===== config.mk =====
export PLATFORM = sky130hd
export DESIGN_NAME = apb_reg_slave_flat
export DESIGN_NICKNAME = d
export VERILOG_FILES = /design/src/rtl/apb_reg_slave_if.sv /design/src/rtl/apb_reg_slave.sv /design/src/flat_wrapper.sv
export SDC_FILE = /design/constraint.sdc
export NUM_CORES = 1
export LEC_CHECK = 0
export ABC_AREA = 0
export CORE_MARGIN = 2
export CORE_UTILIZATION = 42
export DETAILED_ROUTE_END_ITERATION = 8
export PLACE_DENSITY = 0.78
export SYNTH_ARGS = -nofsm -noshare
export SYNTH_HDL_FRONTEND = slang
export SYNTH_SLANG_ARGS = --single-unit

===== constraint.sdc =====
create_clock -name apbClk -period 2.2 [get_ports apbClk]
set_input_delay 0.33 -clock apbClk [delete_from_list [all_inputs] [get_ports apbClk]]
set_output_delay 0.33 -clock apbClk [all_outputs]
set_load 0.02 [all_outputs]

===== src/rtl/apb_reg_slave_if.sv =====
// APB bus bundle shared by the BFM master tasks and the register completer.
// Signals:
//   PSEL, PENABLE, PWRITE, PADDR, PWDATA - driven by the master
//   PREADY, PRDATA                       - driven by the completer
interface apb_reg_slave_if #(
    parameter int unsigned APB_ADDR_WIDTH = 32,
    parameter int unsigned APB_DATA_WIDTH = 32
) ();

    logic                      PSEL;
    logic                      PENABLE;
    logic                      PWRITE;
    logic [APB_ADDR_WIDTH-1:0] PADDR;
    logic [APB_DATA_WIDTH-1:0] PWDATA;
    logic                      PREADY;
    logic [APB_DATA_WIDTH-1:0] PRDATA;

    modport master (
        output PSEL,
        output PENABLE,
        output PWRITE,
        output PADDR,
        output PWDATA,
        input  PREADY,
        input  PRDATA
    );

    modport slave (
        input  PSEL,
        input  PENABLE,
        input  PWRITE,
        input  PADDR,
        input  PWDATA,
        output PREADY,
        output PRDATA
    );

endinterface


===== src/rtl/apb_reg_slave.sv =====
// APB completer with a small word-addressed register file and configurable wait states.
// Word 0 is a read-only ID word; words 1..NUM_REGS-1 are read/write.
// Ports:
//   apbClk - bus clock, all state changes on its rising edge
//   rst    - synchronous active-high reset
//   apb    - APB bus (slave side): PSEL/PENABLE/PWRITE/PADDR/PWDATA in, PREADY/PRDATA out
//   regs_o - flattened register contents, word i at [i*APB_DATA_WIDTH +: APB_DATA_WIDTH]
module apb_reg_slave #(
    parameter int unsigned             APB_ADDR_WIDTH = 32,
    parameter int unsigned             APB_DATA_WIDTH = 32,
    parameter int unsigned             NUM_REGS       = 8,
    parameter int unsigned             WAIT_STATES    = 0,
    parameter logic [APB_DATA_WIDTH-1:0] ID_VALUE     = 32'hA9B0_0001
) (
    input  logic                               apbClk,
    input  logic                               rst,
    apb_reg_slave_if.slave                     apb,
    output logic [NUM_REGS*APB_DATA_WIDTH-1:0] regs_o
);

    localparam int unsigned IdxW     = $clog2(NUM_REGS);
    localparam logic [3:0]  WaitInit = 4'(WAIT_STATES);

    typedef enum logic [0:0] {StIdle, StAccess} state_e;

    state_e                    state_q, state_d;
    logic [IdxW-1:0]           idx_q, idx_d;
    logic                      in_range_q, in_range_d;
    logic                      write_q, write_d;
    logic [3:0]                cnt_q, cnt_d;
    logic                      pready_q, pready_d;
    logic [APB_DATA_WIDTH-1:0] prdata_q, prdata_d;
    logic [APB_DATA_WIDTH-1:0] regs_q [NUM_REGS];
    logic [APB_DATA_WIDTH-1:0] regs_d [NUM_REGS];

    // Decode of the address currently on the bus (used at the setup edge).
    logic [IdxW-1:0]           req_idx;
    logic                      req_in_range;
    logic [APB_DATA_WIDTH-1:0] req_rdata;
    logic [APB_DATA_WIDTH-1:0] lat_rdata;
    logic                      unused_addr_lsbs;

    assign req_idx          = apb.PADDR[2 +: IdxW];
    // Upper address bits above the word index must all be zero to hit the file.
    assign req_in_range     = (apb.PADDR[APB_ADDR_WIDTH-1:IdxW+2] == '0);
    assign unused_addr_lsbs = ^apb.PADDR[1:0];

    // Read data for a transfer: 0 for writes and out-of-range addresses.
    assign req_rdata = (apb.PWRITE || !req_in_range) ? '0 : regs_q[req_idx];
    assign lat_rdata = (write_q || !in_range_q) ? '0 : regs_q[idx_q];

    always_comb begin
        state_d    = state_q;
        idx_d      = idx_q;
        in_range_d = in_range_q;
        write_d    = write_q;
        cnt_d      = cnt_q;
        pready_d   = pready_q;
        prdata_d   = prdata_q;
        regs_d     = regs_q;
        regs_d[0]  = ID_VALUE;

        unique case (state_q)
            StIdle: begin
                // PENABLE without a preceding setup phase is ignored here.
                if (apb.PSEL && !apb.PENABLE) begin
                    state_d    = StAccess;
                    idx_d      = req_idx;
                    in_range_d = req_in_range;
                    write_d    = apb.PWRITE;
                    cnt_d      = WaitInit;
                    // Zero wait states: PREADY/PRDATA valid in the first ACCESS cycle.
                    if (WAIT_STATES == 0) begin
                        pready_d = 1'b1;
                        prdata_d = req_rdata;
                    end
                end
            end
            StAccess: begin
                if (!apb.PSEL) begin
                    // Master abandoned the transfer: no register update.
                    state_d  = StIdle;
                    cnt_d    = '0;
                    pready_d = 1'b0;
                    prdata_d = '0;
                end else if (pready_q && apb.PENABLE) begin
                    if (write_q && in_range_q && (idx_q != '0)) begin
                        regs_d[idx_q] = apb.PWDATA;
                    end
                    state_d  = StIdle;
                    pready_d = 1'b0;
                    prdata_d = '0;
                end else if (cnt_q != '0) begin
                    cnt_d = cnt_q - 4'd1;
                    // Last wait cycle: raise PREADY together with the read data.
                    if (cnt_q == 4'd1) begin
                        pready_d = 1'b1;
                        prdata_d = lat_rdata;
                    end
                end
            end
            default: begin
                state_d = StIdle;
            end
        endcase
    end

    always_ff @(posedge apbClk) begin
        if (rst) begin
            state_q    <= StIdle;
            idx_q      <= '0;
            in_range_q <= 1'b0;
            write_q    <= 1'b0;
            cnt_q      <= '0;
            pready_q   <= 1'b0;
            prdata_q   <= '0;
            regs_q[0]  <= ID_VALUE;
            for (int i = 1; i < int'(NUM_REGS); i++) begin
                regs_q[i] <= '0;
            end
        end else begin
            state_q    <= state_d;
            idx_q      <= idx_d;
            in_range_q <= in_range_d;
            write_q    <= write_d;
            cnt_q      <= cnt_d;
            pready_q   <= pready_d;
            prdata_q   <= prdata_d;
            regs_q     <= regs_d;
        end
    end

    assign apb.PREADY = pready_q;
    assign apb.PRDATA = prdata_q;

    for (genvar g = 0; g < int'(NUM_REGS); g++) begin : g_regs_out
        assign regs_o[g*APB_DATA_WIDTH +: APB_DATA_WIDTH] = regs_q[g];
    end

endmodule


===== src/flat_wrapper.sv =====
// flat-port wrapper written by rule: the top's interface ports become plain ports
module apb_reg_slave_flat 
#(
    parameter int unsigned             APB_ADDR_WIDTH = 32,
    parameter int unsigned             APB_DATA_WIDTH = 32,
    parameter int unsigned             NUM_REGS       = 8,
    parameter int unsigned             WAIT_STATES    = 0,
    parameter logic [APB_DATA_WIDTH-1:0] ID_VALUE     = 32'hA9B0_0001
)
  (apbClk, rst, regs_o, apb_PSEL, apb_PENABLE, apb_PWRITE, apb_PADDR, apb_PWDATA, apb_PREADY, apb_PRDATA);
  apb_reg_slave_if #(.APB_ADDR_WIDTH(APB_ADDR_WIDTH), .APB_DATA_WIDTH(APB_DATA_WIDTH)) apb_i ();
  input  logic apbClk;
  input  logic rst;
  output logic [NUM_REGS*APB_DATA_WIDTH-1:0] regs_o;
  input wire logic [$bits(apb_i.PSEL)-1:0] apb_PSEL;
  input wire logic [$bits(apb_i.PENABLE)-1:0] apb_PENABLE;
  input wire logic [$bits(apb_i.PWRITE)-1:0] apb_PWRITE;
  input wire logic [$bits(apb_i.PADDR)-1:0] apb_PADDR;
  input wire logic [$bits(apb_i.PWDATA)-1:0] apb_PWDATA;
  output wire logic [$bits(apb_i.PREADY)-1:0] apb_PREADY;
  output wire logic [$bits(apb_i.PRDATA)-1:0] apb_PRDATA;
  assign apb_i.PSEL = apb_PSEL;
  assign apb_i.PENABLE = apb_PENABLE;
  assign apb_i.PWRITE = apb_PWRITE;
  assign apb_i.PADDR = apb_PADDR;
  assign apb_i.PWDATA = apb_PWDATA;
  assign apb_PREADY = apb_i.PREADY;
  assign apb_PRDATA = apb_i.PRDATA;
  apb_reg_slave #(.APB_ADDR_WIDTH(APB_ADDR_WIDTH), .APB_DATA_WIDTH(APB_DATA_WIDTH), .NUM_REGS(NUM_REGS), .WAIT_STATES(WAIT_STATES), .ID_VALUE(ID_VALUE)) u_core (.apbClk(apbClk), .rst(rst), .apb(apb_i), .regs_o(regs_o));
endmodule

==> impl_summary.md <==
STA
Static timing analysis puts the maximum clock frequency at 446.6 MHz. In the post-route analysis, the smallest setup slack over all paths is -0.03914 ns. The final number of hold-violating endpoints is 0.

For the final database, setup skew stands at 0.02014 ns. The final setup violation count is 1. The total negative slack is -0.03914 ns. At the pin with the least slew margin, the transition time is 0.9475 ns. The relative slew slack is 0.3520. The final max-slew violation count is 0. In the finished design, the share of the clock period the worst path needs comes to 1.018. The smallest clock period supported by the final layout is computed as 2.239 ns.

Outcome
The checks that failed: negative setup slack. The run finished, with violations left.

Setup path
The master of the slowest instance on the critical path is sky130_fd_sc_hd__a2111oi_0. Walking the worst path, the cells encountered are nor2b_1 -> a2111oi_0 -> nor4_2 -> a221o_1. The most critical setup path has its startpoint at u_core.idx_q[1].

The slack of the worst reg-to-reg path is -0.04 ns. The worst setup path is launched from a flop. The setup path with the least slack is of type reg2reg.

In this run the critical register-to-register path is launched from u_core.idx_q[1]. The critical path crosses 4 cells after its start point. The kind of cell adding the most delay to the critical path is compound AO/OA/AOI/OAI gates.

The arrival time at the worst endpoint is 2.63 ns. Counting cells, the worst reg-to-reg path comes to 4. The count of buffering cells on the critical path with inverters included is 0.

The delay of the slowest cell on the worst path is 0.86 ns. The data required time at the worst endpoint is 2.59 ns. STA classifies the critical path endpoint as a flop. The largest fanout of any net on the critical path is 30.

The worst register-to-register path ends at u_core.apb.PRDATA[30]. The most critical setup path has its endpoint at u_core.apb.PRDATA[30].

Routing
In the final routing, the length of wire on met1 measures 19110 um. The per-cell via count in the routed design is 5.943. After detailed routing, the met3 layer carries 5608 um of wire. Before antenna repair, the detailed router went through 6 iterations.

For this run, design rule violations remaining after detail routing come to 0. The topmost layer with routed signal wires is met4. The detailed router placed 13620 vias in this run. The met2 wire length is 25010 um. The routed wire length is 52850 um.

The routed wire length per instance is 23.07 um. The violation count after the first detailed-route iteration is 1105. The post-detailed-route count of antenna-violating nets is 0.

Final layout
The final layout contains 1896 nets. The top cell types in the final layout, fill and taps aside, are sky130_fd_sc_hd__nand2_1, sky130_fd_sc_hd__clkdlybuf4s50_1, sky130_fd_sc_hd__dfxtp_1. Leaving out fill and tap cells, the most frequent cell in the layout is sky130_fd_sc_hd__nand2_1. The cell area after layout is 0.01981 mm2. Once layout is complete, the utilization of the core stands at 0.6057.

Of the cells placed in the final design, the portion with a size suffix greater than 1 is 0.1650. The area growth from synthesis to layout is 41.03%.

Run
Across the run, the number of max-cap violations was 0.

Floorplan
The placeable core region is 0.03270 mm2. In this run the core area contains 66 standard-cell rows. The die extent in x is 186.9 um.

The initial utilization of the core area, before any placement, comes to 0.4295. Pin placement for this block handled 358 I/O pins. The total die area is 0.03492 mm2.

The die is 186.9 um tall.

Place
The instance area at placement is 0.01867 mm2. Prior to clock tree synthesis, the placed netlist has a worst setup slack of -0.06830 ns. At the end of routability-driven placement, the weighted congestion stood at 0.8778. Once detailed placement completed, the half-perimeter wirelength came to 35400 um. The total of buffers placed on input and output ports is 355.

Global routing
For this run the aggregate overflow at the end of global routing stands at 0. The initial antenna violation count came to 1. The wire length of the first global-routing pass is 79200 um. For this run, the total global-route usage over all layers was measured as 0.2926. The number of global-route vias before repair is 13420. Entering global routing, the biggest net connects 111 pins.

Clock network
The number of buffers inserted during clock tree synthesis is 34. The number of sinks driven by the clock tree is 299. The clock root buffer is sky130_fd_sc_hd__clkbuf_16. The worst-skew pair later-pin latency is 0.52 ns.

The TritonCTS clock tree is yes. The clock tree synthesis step divided the H-tree into 2 levels. The register clock-pin slew on the reported worst setup and hold paths is 0.06 ns. The number of setup buffers added after CTS is 0. The maximum buffer depth of the clock tree is 3.

Yosys
The share of the Yosys chip area taken by registers is 0.4262. In this run the mean area of a mapped cell was 9.653 um2. The number of register bits inferred by synthesis is 299.

Yosys printed 0 warnings. The post-synthesis cell count is 1455. The synthesized area is 0.01404 mm2.

The number of different library cells used by synthesis comes to 47.

Pwr
The leakage power of the design is 6.595 nW. The worst ir drop on vdd is 0.4162 mV. The total power per unit cell area is 617.8 mW/mm2.

Worst hold path
The tightest min-delay check is of the in2reg type.
worst reg2reg max path, cell delays in order (launching register included):
cell	delay [ns]
sky130_fd_sc_hd__dfxtp_4	0.72
sky130_fd_sc_hd__nor2b_1	0.12
sky130_fd_sc_hd__a2111oi_0	0.86
sky130_fd_sc_hd__nor4_2	0.11
sky130_fd_sc_hd__a221o_1	0.30
synth_stat cells, drive strengths merged:
library cell / count / area (um2)
a211o: 1 / 8.760
o22ai: 1 / 6.260
ha: 2 / 25.02
and4: 3 / 26.28
mux2: 34 / 382.9
o211ai: 7 / 52.55
or4: 2 / 15.01
nor2b: 4 / 25.02
nand2b: 6 / 37.54
or3: 1 / 6.260
nand3: 9 / 45.04
clkbuf: 63 / 236.5
nor4: 14 / 140.1
nand2: 452 / 1699
and3: 4 / 25.02
and2: 4 / 25.02
inv: 6 / 22.52
nor3: 2 / 10.01
nor4b: 1 / 15.01
a21oi: 230 / 1151
o31ai: 3 / 27.52
mux4: 126 / 2838
dfxtp: 299 / 5986
o21ai: 3 / 15.01
nor3b: 2 / 26.28
conb: 2 / 7.510
a2bb2oi: 1 / 8.760
nand4b: 1 / 8.760
a31oi: 1 / 6.260
a221o: 25 / 250.2
a211oi: 1 / 7.510
nand4: 15 / 93.84
a2111oi: 1 / 8.760
nor2: 33 / 126.4
o21a: 1 / 7.510
buf: 59 / 311.5
mux2i: 35 / 350.3
nor4bb: 1 / 10.01
cell type report:
class                   instances  area, um2
fillers                      2616      12890
multi-input cells            1058       7672
flip-flops and latches        299       5997
repair buffers                426       4441
clock buffers                  48      963.4
well taps                     442      553.0
clock inverters                11      156.4
inverters                       6      22.52
diodes                          1      2.502
sequential cells by signal (all words and copies together), names as in the netlist:
signal	count
u_core.regs_o	256
u_core.apb.PRDATA	32
u_core.cnt_q	4
u_core.idx_q	3
u_core.apb.PREADY	1
u_core.in_range_q	1
u_core.state_q	1
u_core.write_q	1
how the worst min path moves through the flow:
stage | endpoint | cells after the start | startpoint | slack (ns)
floorplan | u_core.state_q | 1 | apb_PENABLE | 0.43
global placement | u_core.regs_o[51] | 2 | u_core.regs_o[51] | 0.47
detailed placement | u_core.apb.PRDATA[20] | 1 | u_core.apb.PRDATA[20] | 0.48
CTS | u_core.apb.PREADY | 2 | rst | 0.16
global route | u_core.apb.PREADY | 2 | rst | 0.17
finish | u_core.apb.PREADY | 2 | rst | 0.18
layer usage:
| layer | global-route usage | vias to the layer above |
|---|---|---|
| li1 | - | 5908 |
| met1 | 0.3474 | 6612 |
| met2 | 0.4894 | 893 |
| met5 | 0 | - |
| met3 | 0.07148 | 203 |
| met4 | 0.1593 | 0 |
where the power goes:
| group | total (mW) | internal [mW] | switching [mW] | leakage [nW] |
|---|---|---|---|---|
| logic | 0.970 | 0.478 | 0.492 | 3.62 |
| clock network | 5.74 | 3.43 | 2.31 | 0.550 |
| registers | 5.53 | 5.46 | 0.0719 | 2.42 |
stage by stage:
stage | instances | hold slack (ns) | power, mW
finish | 2291 | 0.1790 | 12.24
global route | 2291 | 0.1713 | 12.56
CTS | 2290 | 0.1649 | 12.28
detailed placement | 2231 | 0.4751 | 6.599
global placement | 2231 | 0.4699 | 6.572
floorplan | 1485 | 0.4281 | 6.152
cells by family (layout without fill, tap and decap cells):
group / after synthesis / in the layout / synth area share
AO/OA/AOI/OAI: 275 / 275 / 0.1104
adder cells (fa/ha/maj): 2 / 2 / 0.001781
buffers and inverters: 128 / 491 / 0.04062
flip-flops: 299 / 299 / 0.4262
multiplexers: 195 / 195 / 0.2543
other: 2 / 33 / 0.0005347
AND/OR/NAND/NOR: 554 / 554 / 0.1662
timing repair:
action                                  4_1_cts  5_1_grt
hold buffers                                  0        0
gates resized for setup                       0        2
endpoints found under the setup margin        0        1
Power figures use the tool's default switching activity.
